===== config.mk =====
export PLATFORM = sky130hd
export DESIGN_NAME = noc_tik_sched
export DESIGN_NICKNAME = d
export VERILOG_FILES = /design/src/rtl/noc_ctrl_pkg.sv /design/src/rtl/noc_act_mon.sv /design/src/rtl/noc_tik_sched.sv
export SDC_FILE = /design/constraint.sdc
export NUM_CORES = 1
export LEC_CHECK = 0
export CAP_MARGIN = 10
export CELL_PAD_IN_SITES_DETAIL_PLACEMENT = 2
export CELL_PAD_IN_SITES_GLOBAL_PLACEMENT = 2
export CORE_MARGIN = 8
export CORE_UTILIZATION = 23
export CTS_BUF_LIST = sky130_fd_sc_hd__clkbuf_4
export DETAILED_ROUTE_END_ITERATION = 12
export PLACE_DENSITY = 0.92
export SLEW_MARGIN = 20
export SYNTH_ARGS = -nofsm -noshare
export SYNTH_HDL_FRONTEND = slang
export SYNTH_SLANG_ARGS = --single-unit

===== constraint.sdc =====
create_clock -name clk -period 3.6 [get_ports clk]
set_input_delay 0.54 -clock clk [delete_from_list [all_inputs] [get_ports clk]]
set_output_delay 0.54 -clock clk [all_outputs]
set_load 0.1 [all_outputs]

===== src/rtl/noc_ctrl_pkg.sv =====
// Shared definitions for the NoC control slice.
//   - Mesh/hierarchy dimensions and the resulting number of node activity lines.
//   - tik_state_t: the timestep scheduler's state type.
package noc_ctrl_pkg;

  localparam int unsigned NX  = 2;
  localparam int unsigned NY  = 2;
  localparam int unsigned NR2 = 6;
  localparam int unsigned NR1 = 6;

  localparam int unsigned NACT_TOTAL = NX * NY * NR2 * NR1;

  typedef enum logic [1:0] {
    IDLE  = 2'd0,
    RUN   = 2'd1,
    DRAIN = 2'd2,
    TIK   = 2'd3
  } tik_state_t;

endpackage


===== src/rtl/noc_act_mon.sv =====
// Network activity monitor.
// Ports:
//   clk, rst     clock, asynchronous active-high reset
//   clr          restart the quiet window (scheduler entering DRAIN)
//   flit_wr_mon  per-node flit write taps
//   node_busy    per-node busy flags
//   act_q        registered OR of all activity lines
//   quiet        QUIET consecutive idle cycles seen on act_q
module noc_act_mon #(
  parameter int unsigned NACT  = 144,
  parameter int unsigned QUIET = 4
) (
  input  logic            clk,
  input  logic            rst,
  input  logic            clr,
  input  logic [NACT-1:0] flit_wr_mon,
  input  logic [NACT-1:0] node_busy,
  output logic            act_q,
  output logic            quiet
);

  localparam int unsigned QW = (QUIET > 1) ? $clog2(QUIET) : 1;
  localparam logic [QW-1:0] QMAX = QW'(QUIET - 1);

  logic [QW-1:0] quiet_cnt;

  always_ff @(posedge clk or posedge rst) begin
    if (rst) begin
      act_q     <= 1'b0;
      quiet_cnt <= '0;
    end else begin
      act_q <= (|flit_wr_mon) | (|node_busy);
      if (clr || act_q) begin
        quiet_cnt <= '0;
      end else if (quiet_cnt != QMAX) begin
        quiet_cnt <= quiet_cnt + QW'(1);
      end
    end
  end

  // The current idle cycle completes the window once QUIET-1 idle cycles precede it.
  assign quiet = (quiet_cnt == QMAX) && !act_q;

endmodule


===== src/rtl/noc_tik_sched.sv =====
// Timestep scheduler: issues the global tik once the minimum period has
// elapsed and the network has drained, or forces it on drain timeout.
// Ports:
//   clk, rst      clock, asynchronous active-high reset
//   start, stop   run control pulses
//   cfg_period    minimum RUN cycles per timestep (0 acts as 1)
//   cfg_timeout   DRAIN cycle limit before a forced tik (0 = unlimited)
//   cfg_steps     timesteps per run (0 = free-running)
//   flit_wr_mon   node flit write taps
//   node_busy     node busy flags
//   tik           registered 1-cycle global tik
//   ts_cnt        timesteps completed in this run
//   running       high outside IDLE
//   done          1-cycle pulse on return to IDLE
//   timeout_err   sticky: a forced tik occurred this run
module noc_tik_sched
  import noc_ctrl_pkg::*;
#(
  parameter int unsigned NACT  = NACT_TOTAL,
  parameter int unsigned CW    = 16,
  parameter int unsigned QUIET = 4
) (
  input  logic            clk,
  input  logic            rst,
  input  logic            start,
  input  logic            stop,
  input  logic [CW-1:0]   cfg_period,
  input  logic [CW-1:0]   cfg_timeout,
  input  logic [CW-1:0]   cfg_steps,
  input  logic [NACT-1:0] flit_wr_mon,
  input  logic [NACT-1:0] node_busy,
  output logic            tik,
  output logic [CW-1:0]   ts_cnt,
  output logic            running,
  output logic            done,
  output logic            timeout_err
);

  tik_state_t    state, state_nx;
  logic [CW-1:0] period_q, timeout_q, steps_q;
  logic [CW-1:0] per_cnt, to_cnt;
  logic [CW-1:0] per_last;
  logic          stop_pend;
  logic          act_q, quiet;
  logic          run_end, to_hit, last_step;

  assign per_last  = (period_q == '0) ? '0 : period_q - CW'(1);
  assign run_end   = (state == RUN) && (per_cnt == per_last);
  assign to_hit    = (timeout_q != '0) && (to_cnt == timeout_q - CW'(1));
  assign last_step = stop_pend || ((steps_q != '0) && (ts_cnt + CW'(1) == steps_q));

  noc_act_mon #(
    .NACT  (NACT),
    .QUIET (QUIET)
  ) u_act_mon (
    .clk         (clk),
    .rst         (rst),
    .clr         (run_end),
    .flit_wr_mon (flit_wr_mon),
    .node_busy   (node_busy),
    .act_q       (act_q),
    .quiet       (quiet)
  );

  always_comb begin
    state_nx = state;
    unique case (state)
      IDLE:    if (start) state_nx = RUN;
      RUN:     if (run_end) state_nx = DRAIN;
      DRAIN:   if (quiet || to_hit) state_nx = TIK;
      TIK:     state_nx = last_step ? IDLE : RUN;
      default: state_nx = IDLE;
    endcase
  end

  // tik/running/done are decoded from the next state so they come straight
  // out of flops aligned with the state they describe.
  always_ff @(posedge clk or posedge rst) begin
    if (rst) begin
      state       <= IDLE;
      tik         <= 1'b0;
      running     <= 1'b0;
      done        <= 1'b0;
      ts_cnt      <= '0;
      timeout_err <= 1'b0;
      period_q    <= '0;
      timeout_q   <= '0;
      steps_q     <= '0;
      per_cnt     <= '0;
      to_cnt      <= '0;
      stop_pend   <= 1'b0;
    end else begin
      state   <= state_nx;
      tik     <= (state_nx == TIK);
      running <= (state_nx != IDLE);
      done    <= (state == TIK) && (state_nx == IDLE);

      unique case (state)
        IDLE: begin
          if (start) begin
            period_q    <= cfg_period;
            timeout_q   <= cfg_timeout;
            steps_q     <= cfg_steps;
            ts_cnt      <= '0;
            timeout_err <= 1'b0;
            stop_pend   <= stop;
            per_cnt     <= '0;
          end
        end
        RUN: begin
          per_cnt <= per_cnt + CW'(1);
          to_cnt  <= '0;
        end
        DRAIN: begin
          to_cnt <= to_cnt + CW'(1);
          // A drain completing in the same cycle as the timeout is not an error.
          if (!quiet && to_hit) timeout_err <= 1'b1;
        end
        TIK: begin
          ts_cnt  <= ts_cnt + CW'(1);
          per_cnt <= '0;
        end
        default: ;
      endcase

      if (stop && (state != IDLE)) stop_pend <= 1'b1;
    end
  end

endmodule

==> Word-level counts from Yosys, hierarchy flattened <==
Index checks and enable logic that the tools add are counted.
W data, S select, Z words.
{ "word_totals": {"regBits": 106, "latch_bits": 0, "ram_bits": 0, "mem_bits_ro": 0, "inputBits": 340, "out_inout_bits": 20, "word_cells": 83, "n_memories": 0} }
{ "classes": {"addsub": 6, "multipliers": 0, "div": 0, "order_cmp": 0, "eq_ne": 11, "n_shift": 0, "muxes": 18, "bitwise_logic": 1, "reduce_logical": 33} }
{ "op_table": {"columns": ["cell", "n"], "rows": [
  ["$reduce_or A144 Y1", 2],
  ["$pmux W16 S2", 2],
  ["$add A16 B1 Y16 const B", 3],
  ["$eq A16 B16 Y1", 3],
  ["$pmux W16 S3", 1],
  ["$mux W16", 2],
  ["$reduce_bool A16 Y1", 2],
  ["$sub A16 B1 Y16 const B", 2],
  ["$logic_not A16 Y1", 1],
  ["$reduce_bool A2 Y1", 8],
  ["$mux W2", 5],
  ["$eq A2 B2 Y1 const B", 4],
  ["$pmux W2 S4", 1],
  ["$reduce_and A2 Y1", 4],
  ["$logic_and A1 B1 Y1", 7],
  ["$mux W1", 6],
  ["$ne A2 B2 Y1 const B", 3],
  ["$logic_not A2 Y1", 2],
  ["$logic_or A1 B1 Y1", 3],
  ["$reduce_and A3 Y1", 1],
  ["$reduce_bool A3 Y1", 1],
  ["$add A2 B1 Y2 const B", 1],
  ["$eq A2 B1 Y1 const B", 1],
  ["$logic_not A1 Y1", 2],
  ["2 further kinds", 2]
]} }

==> Longest topological paths before layout <==
Gate-level depths: netlist of the first run.
{ "logic_depth": {"depth_word": 8, "ltp_mapped": 12} }

==> Modules after synthesis <==
A second synthesis of the first run with hierarchy kept.
{ "unflattened": {"cells_unflattened": 777, "hier_area_um2": 7078.0} }
{ "by_module_without_submodules": {"columns": ["module", "n_inst", "cells_per_inst", "area_per_inst_um2", "seq_area_each_um2"], "rows": [
  ["noc_tik_sched", 1, 671, 6343.6, 2577.5],
  ["noc_act_mon", 1, 106, 734.5, 75.1]
]} }

==> Worst setup path after synthesis of the first run <==
OpenSTA, ideal clock, no wires.
{ "synth_path": {"kind": "reg2reg", "from": "reg ts_cnt[0]", "to": "reg running", "setup_time_ps": 124, "arrival_time_ps": 3096, "required_ps": 3476, "setup_slack_ps": 380, "path_stages_with_launch": 12, "synth_period_minus_slack_ps": 3220, "cell_sequence": "dfrtp_1 > ha_1 > clkbuf_1 > nand3_1 > xnor2_1 > o2111ai_1 > or4_1 > nor4_1 > a31oi_1 > a21oi_1 > o32ai_1 > or2_1"} }
{ "synth_between": {"elab_chain_len": 7} }
{ "synth_lines": {"columns": ["item", "line", "rtl"], "rows": [
  ["start: declaration", "noc_tik_sched.sv:33", "output logic [CW-1:0] ts_cnt,"],
  ["start signal: assignment", "noc_tik_sched.sv:120", "ts_cnt <= ts_cnt + CW'(1);"],
  ["$add A16 B1 Y16", "noc_tik_sched.sv:50", "assign last_step = stop_pend || ((steps_q != '0) && (ts_cnt + CW'(1) == steps_q));"],
  ["$eq A16 B16 Y1", "noc_tik_sched.sv:50", null],
  ["$logic_and A1 B1 Y1", "noc_tik_sched.sv:50", null],
  ["$logic_or A1 B1 Y1", "noc_tik_sched.sv:50", null],
  ["$mux W1", "noc_tik_sched.sv:71", "TIK: state_nx = last_step ? IDLE : RUN;"],
  ["$pmux W2 S4", "noc_tik_sched.sv:67", "unique case (state)"],
  ["net state_nx[0]", "noc_tik_sched.sv:39", "tik_state_t state, state_nx;"],
  ["$reduce_bool A2 Y1", "noc_tik_sched.sv:95", "running <= (state_nx != IDLE);"],
  ["end signal: assignment", "noc_tik_sched.sv:95", null],
  ["end: declaration", "noc_tik_sched.sv:34", "output logic running,"]
]} }
The timed path passes the listed nets, and every way through them passes these cells.
A chain may end at the register's enable or synchronous reset.

==> Worst setup path in the final report of the first run <==
{ "layout_path": {"from": "reg period_q[3]", "to": "reg tik"} }
{ "layout_between": {"elab_chain_len": 7} }
{ "layout_lines": {"columns": ["item", "line", "rtl"], "rows": [
  ["start: declaration", "noc_tik_sched.sv:40", "logic [CW-1:0] period_q, timeout_q, steps_q;"],
  ["start signal: assignment", "noc_tik_sched.sv:101", "period_q <= cfg_period;"],
  ["$sub A16 B1 Y16 or $logic_not A16 Y1 (tied branches)", "noc_tik_sched.sv:47", "assign per_last = (period_q == '0) ? '0 : period_q - CW'(1);"],
  ["$mux W16 (*)", "noc_tik_sched.sv:47", null],
  ["$eq A16 B16 Y1 (*)", "noc_tik_sched.sv:48", "assign run_end = (state == RUN) && (per_cnt == per_last);"],
  ["$logic_and A1 B1 Y1 (*)", "noc_tik_sched.sv:48", null],
  ["$mux W2 (*)", "noc_tik_sched.sv:69", "RUN: if (run_end) state_nx = DRAIN;"],
  ["$pmux W2 S4 (*)", "noc_tik_sched.sv:67", null],
  ["net state_nx[1]", "noc_tik_sched.sv:39", null],
  ["$eq A2 B2 Y1 (*)", "noc_tik_sched.sv:94", "tik <= (state_nx == TIK);"],
  ["end signal: assignment", "noc_tik_sched.sv:94", null],
  ["end: declaration", "noc_tik_sched.sv:32", "output logic tik,"]
]} }
The timed path passes the listed nets; every way through them passes the cells marked *.

==> results.py, run 1 <==
metrics = {
    "clock_tree": {
        "clock_tree.root_cell": "clkbuf_4",
        "clock_latency_ps": 500,
        "cts_made_buffers": 9,
        "clkSinkCount": 106,
        "ctsHoldBuffers": 0,
        "htree_levels": 3,
        "cts.clk_slew.worst_paths_ps": 170,
        "cts_tree": "yes",
        "cts_buffer_depth": 2,
    },
    "logic_synthesis": {
        "synthCells": 780,
        "avgSynthCellArea_sq_um": 9.08,
        "synth.largest_area_cell": "dfrtp_1",
        "ys_types": 62,
        "seq_area_frac_synth_pct": 37.4,
        "synth_edf_count": 0,
        "syn-cell-area_sq_um": 7090,
        "synth_area_leaders": "dfrtp_1 (37%), nor4_1 (8.0%), mux2_2 (7.9%)",
        "synth-main-ff-cell": "dfrtp_1",
        "yosys_warnings": 0,
        "async_flop_share_pct": 100,
        "yosysTopAreaCellShare_pct": 37.4,
        "syn_nets": 1130,
        "ys_ff_latch": 106,
    },
    "timing": {
        "fin_crit_sh_pct": 97.6,
        "hold_viol": 0,
        "slew_violations": 0,
        "finalSetupViolCount": 0,
        "tns_ps": 0,
        "worst_pin_slew_ps": 1090,
        "finalCriticalPeriod_ps": 3510,
        "fmax_mhz": 285,
        "fin_skew_ps": 23.1,
        "relSlewSlack_pct": 27.3,
    },
    "floorplanning": {
        "die_area_sq_um": 36700,
        "coreArea_sq_um": 30400,
        "io_pins": 360,
        "start_util_pct": 23.3,
        "die_y_microns": 192,
        "die_w_microns": 192,
        "num_rows": 64,
    },
    "critical_path": {
        "path_depth": 9,
        "cp.arrival_ps": 3940,
        "end_kind": "flop",
        "critPathKind": "reg2reg",
        "reg2reg_setup_slack_ps": 90,
        "path_delay_family": "simple AND/OR/NAND/NOR gates",
        "slowest_stage": "or4_4",
        "path_cells": "or4_4 -> o41ai_1 -> a21oi_1 -> nor4b_1 -> o32ai_1 -> nor4_1 -> a221oi_1 -> nor2_1 -> and2_1",
        "critPathMaxFanout": 8,
        "crit_required_ps": 4030,
        "crit_path_start_kind": "flop",
        "crit_start": "period_q[3]",
        "crit_buf_inv": 0,
        "cpPeakStageDelay_ps": 640,
        "crit_end": "tik",
        "rr_startpoint": "period_q[3]",
        "r2r-end": "tik",
        "worstRegToRegCells": 9,
    },
    "route": {
        "wl_met1_microns": 14700,
        "drt_iter0_markers": 348,
        "route.met2.wl_microns": 20500,
        "drt_wl_total_microns": 37900,
        "drc_errors": 0,
        "routedWlPerCell_microns": 24.7,
        "dr.max_layer_used": "met5",
        "vias_per_cell": 5.22,
        "first_pass_iters": 4,
        "met3_length_microns": 1960,
        "route.vias.total": 7999,
        "ant_nets": 0,
    },
    "grt": {
        "antenna_found_initial": 2,
        "grt_overflow": 0,
        "grt_pass1_vias": 9460,
        "grt_max_degree": 45,
        "grt_usage_pct": 20.2,
        "grt_first_pass_wirelength_microns": 57100,
    },
    "worst_hold_path": {
        "hold_path.class": "in2async",
    },
    "power_and_ir_drop": {
        "vdd_ir_drop_max_uv": 120,
        "leakage_nw": 4.47,
        "powerDensity_nw_per_um2": 195,
        "fin_total_pwr_mw": 2.20,
    },
    "cells_and_area": {
        "areaGrowthSynthToFinish_pct": 59.2,
        "fin_nets": 1481,
        "drive_gt1_share_pct": 9.07,
        "final_util_pct": 37.1,
    },
    "placed_design": {
        "hpwl_microns": 31900,
        "port_buffers": 359,
        "place.gp.congestion": 0.901,
    },
    "job": {
        "max-cap-violations": 0,
    },
    "status": {
        "status": "finished, final reports clean",
    },
}
stage by stage:
step	cells	worst slack, ps	hold slack (ps)	area (sq um)
2_1_floorplan	780	271	493	7090
3_5_place_dp	1513	112	547	11100
4_1_cts	1529	29.4	453	11200
5_1_grt	1533	-42.3	491	11300
6_report	1533	87.0	456	11300
3_3_place_gp	1513	253	507	11100
synthesized netlist by cell type (4+ instances only):
master / instances
nand4_1: 34
and4_1: 9
nand3_1: 24
a21oi_1: 27
mux2i_1: 10
xor2_1: 35
nor4b_1: 5
or4_1: 7
nor4_1: 91
nand2_1: 49
nor3b_1: 5
o21ai_0: 49
and3_1: 4
nor2b_1: 6
buf_1: 5
xnor2_1: 43
nor2_1: 48
dfrtp_1: 106
ha_1: 10
inv_1: 21
or3_1: 18
nor3_1: 18
a31oi_1: 5
and2_1: 8
or2_2: 6
mux2_2: 50
nand2b_1: 4
o31ai_1: 7
clkbuf_1: 26
flip-flops by register name, summed over array words and instances (netlist names):
signal and cells:
done 1, per_cnt 16, period_q 16, running 1, state 2, steps_q 16
stop_pend 1, tik 1, timeout_err 1, timeout_q 16, to_cnt 16, ts_cnt 16
u_act_mon.act_q 1, u_act_mon.quiet_cnt 2
repair_timing:
item | in CTS | in global routing
setup endpoints to repair | 0 | 4
buffers inserted | 0 | 3
gates resized for setup | 0 | 4
per-layer routing:
layer  up-vias  track usage (%)
met5         -                0
met3        38             3.99
met4         2             5.09
met2       271             38.5
met1      4038             22.4
li1       3650                -
placed cells by master, fill, tap and decap left out, types with 3 or more instances in the layout:
cell type          n
xnor2_1           43
o211ai_1           3
a21oi_1           27
a211oi_1           3
dfrtp_1          106
nor2b_1            6
xor2_1            35
and3_1             4
clkdlybuf4s50_1  357
inv_1             20
or3b_2             3
nor3b_1            4
o32ai_1            3
nor3_1            18
buf_4             16
or4_1              7
o2111ai_1          3
mux2_2            50
and2_1             8
nor4b_1            5
nor4_1            91
o21ai_0           49
mux2i_1           10
nand3_1           24
o31ai_1            7
a31oi_1            5
or2_2              6
nand2_1           48
or3_1             18
clkbuf_4           9
nand2b_1           4
o41ai_1            3
and4_1             9
ha_1              10
nor2_1            48
clkinv_2           5
nand4_1           34
where the power goes:
group | total [mW] | switching [mW] | internal [mW]
Combinational | 0.444 | 0.111 | 0.334
Clock | 0.560 | 0.426 | 0.134
Sequential | 1.19 | 0.0000000000000000356 | 1.19
Total | 2.20 | 0.536 | 1.66
worst min path at each step:
stage,from,to,slack [ps],cells after the start
floorplan,u_act_mon.quiet_cnt[1],u_act_mon.quiet_cnt[1],490,2
global placement,u_act_mon.quiet_cnt[1],u_act_mon.quiet_cnt[1],510,2
detailed placement,steps_q[10],steps_q[10],550,1
CTS,rst,steps_q[1],450,2
global route,rst,timeout_q[12],490,2
finish,rst,timeout_q[12],460,2
layout make-up:
class                           count  area (sq um)
Multi-Input combinational cell    619          4230
Clock buffer                        9          67.6
Clock inverter                      7          36.3
Antenna cell                        1          2.50
Fill cell                        3350         19100
Inverter                           21          81.3
Sequential cell                   106          2650
Timing Repair Buffer              374          3710
Tap cell                          396           495
cell families after synthesis:
logic type	after synthesis	share of synthesized area (%)
AOI/OAI and AO/OA	120	10.3
xor gates and xnor gates	78	9.64
adders and majority gates	10	1.77
buffers and inverters	55	3.14
DFF	106	37.4
muxes	60	9.36
and+or+nand+nor	351	28.3
(Power assumes the default switching activity.)
==> run 2: changes to the inputs <==
CTS_CLUSTER_DIAMETER = 30   (was default)
==> results of run 2 <==
Same layout as run 1: the final DEF is identical, and so are final timing and power.
==> run 3: changes to the inputs <==
CORE_UTILIZATION = 37   (was 23)
DONT_BUFFER_PORTS = 1   (was default)
==> run 3 against run 2 <==
- the flow now finishes with violations (negative setup slack)
- maximum frequency decreased by 4.2%
- setup slack got worse by 160 ps
- hold slack lost 330 ps
- non-clock buffer count down 344
- cell count decreased by 33%
- clock power is 14% higher
- count of clock-buffer cells in the layout increased by 1
- register-to-register slack got worse by 160 ps
- wire length increased by 3.4%
- sequential share of layout area increased by 11 points
- core utilization increased by 4.0 points
- largest power group unchanged
- highest routed layer unchanged
==> results.py, run 3 (same netlist as run 1, synthesis figures left out) <==
metrics = {
    "timing": {
        "fin_crit_sh_pct": 102,
        "fin_skew_ps": 54.9,
        "tns_ps": -99.6,
        "hold_viol": 0,
        "slew_violations": 0,
        "relSlewSlack_pct": 31.0,
        "finalCriticalPeriod_ps": 3670,
        "timing.final.ws_setup_ps": -68.8,
        "worst_pin_slew_ps": 1040,
        "finalSetupViolCount": 3,
        "fmax_mhz": 273,
    },
    "floorplanning": {
        "coreArea_sq_um": 18800,
        "io_pins": 360,
        "num_rows": 50,
        "die_w_microns": 154,
        "die_area_sq_um": 23800,
        "die_y_microns": 154,
        "start_util_pct": 37.8,
    },
    "worst_hold_path": {
        "hold_path.class": "in2reg",
        "min-delay-start": "cfg_timeout[12]",
        "holdPathStages": 1,
        "hold_end": "timeout_q[12]",
    },
    "critical_path": {
        "worstRegToRegCells": 11,
        "end_kind": "flop",
        "crit_path_start_kind": "flop",
        "critPathKind": "reg2reg",
        "r2r-end": "done",
        "crit_required_ps": 4000,
        "reg2reg_setup_slack_ps": -70,
        "cp.arrival_ps": 4070,
        "critPathMaxFanout": 6,
        "rr_startpoint": "period_q[0]",
    },
    "route": {
        "drt_wl_total_microns": 39200,
        "drt_iter0_markers": 642,
        "route.vias.total": 7443,
        "ant_nets": 0,
        "vias_per_cell": 7.24,
        "routedWlPerCell_microns": 38.2,
        "drc_errors": 0,
        "first_pass_iters": 5,
    },
    "placed_design": {
        "hpwl_microns": 28000,
        "place.gp.congestion": 1.04,
        "dpl-instance-area_sq_um": 7450,
        "port_buffers": 0,
        "preCtsSetupSlack_ps": 30.8,
        "dp.cells": 1006,
    },
    "clock_tree": {
        "cts.clk_slew.worst_paths_ps": 230,
        "cts_tree": "yes",
        "clkSinkCount": 106,
        "cts_buffer_depth": 2,
        "clock_latency_ps": 550,
        "clock_tree.root_cell": "clkbuf_4",
        "cts_made_buffers": 9,
        "htree_levels": 3,
    },
    "grt": {
        "grt_overflow": 0,
        "grt_max_degree": 57,
        "grt_pass1_vias": 8266,
        "grt_first_pass_wirelength_microns": 56700,
        "grt_usage_pct": 31.5,
        "antenna_found_initial": 12,
    },
    "job": {
        "max-cap-violations": 0,
    },
    "power_and_ir_drop": {
        "leakage_nw": 3.17,
        "vdd_ir_drop_max_uv": 99.6,
        "powerDensity_nw_per_um2": 244,
    },
    "cells_and_area": {
        "fin_nets": 1137,
        "n_fill_cell": 2025,
        "final_area_sq_um": 7700,
        "mostFrequentLayoutCell": "dfrtp_1",
        "areaGrowthSynthToFinish_pct": 8.74,
        "final_util_pct": 41.1,
        "final_cell_mix": "dfrtp_1 (105), nor4_1 (88), mux2_2 (50)",
        "fin_cells": 1028,
        "drive_gt1_share_pct": 15.9,
    },
    "status": {
        "status": "finished with violations",
        "violations": "negative setup slack",
    },
}
[run 3: cell types whose count changed in the layout (fill, tap and decap cells not counted), moves of 2 or more]
cell / previous run / this run
clkinv_4: 0 / 3
nor4_4: 2 / 4
o32ai_1: 3 / 1
clkdlybuf4s50_1: 357 / 0
clkinv_2: 5 / 0
o32ai_2: 0 / 2
buf_4: 16 / 28
nor4_1: 91 / 88
[run 3: stage by stage]
stage / power (mW) / hold WS, ps
after floorplan: 1.25 / 493
after global placement: 1.26 / 509
after detailed placement: 1.26 / 536
after CTS: 1.88 / 114
after global routing: 1.93 / 125
final: 1.88 / 122
[run 3: what timing repair did]
item,CTS,global route
buffers inserted,1,2
hold endpoints to repair,13,0
endpoints found under the setup margin,4,5
gates resized for setup,6,12
hold buffers,1,0
pin swaps,2,3
[run 3: power breakdown]
| group | internal [mW] | switching [mW] | total, mW |
|---|---|---|---|
| Sequential | 1.19 | 0.0000000000000000249 | 1.19 |
| Clock | 0.158 | 0.479 | 0.637 |
| Combinational | 0.0152 | 0.0329 | 0.0481 |
[run 3: cell type report]
type                    instances  area [sq um]  area share, %
well taps                     234           293           3.80
diodes                          2          5.00         0.0650
clock buffers                  10          75.1          0.974
repair buffers                 30           240           3.12
flip-flops and latches        106          2650           34.4
multi-input cells             619          4300           55.9
inverters                      21          81.3           1.06
clock inverters                 6          52.6          0.682
[run 3: worst max-delay path by stage]
stage	startpoint	endpoint	slack, ps	cells past startpoint
floorplan	rst	done	270	1
global placement	period_q[0]	running	300	11
detailed placement	timeout_q[0]	done	30	12
CTS	period_q[0]	done	1	11
global route	period_q[0]	done	-60	11
finish	period_q[0]	done	-70	11
[run 3: worst max-delay path, cell delays in order (launching register included)]
cell     delay (ps)
dfrtp_1         510
inv_1           130
ha_1            260
or3b_4          450
nor4_4          320
a21oi_2          80
o32ai_2         300
o21ai_1         220
or4b_1          610
nor4_4          220
o32ai_2         170
nor3b_2         300
[run 3: routing by layer]
metal / global-route usage [%] / share of wire, % / wire (microns)
met5: 0 / 0.35 / 136
met4: 12.8 / 4.3 / 1670
met3: 11.0 / 10 / 3910
met2: 52.7 / 47 / 18600
met1: 36.1 / 38 / 14900
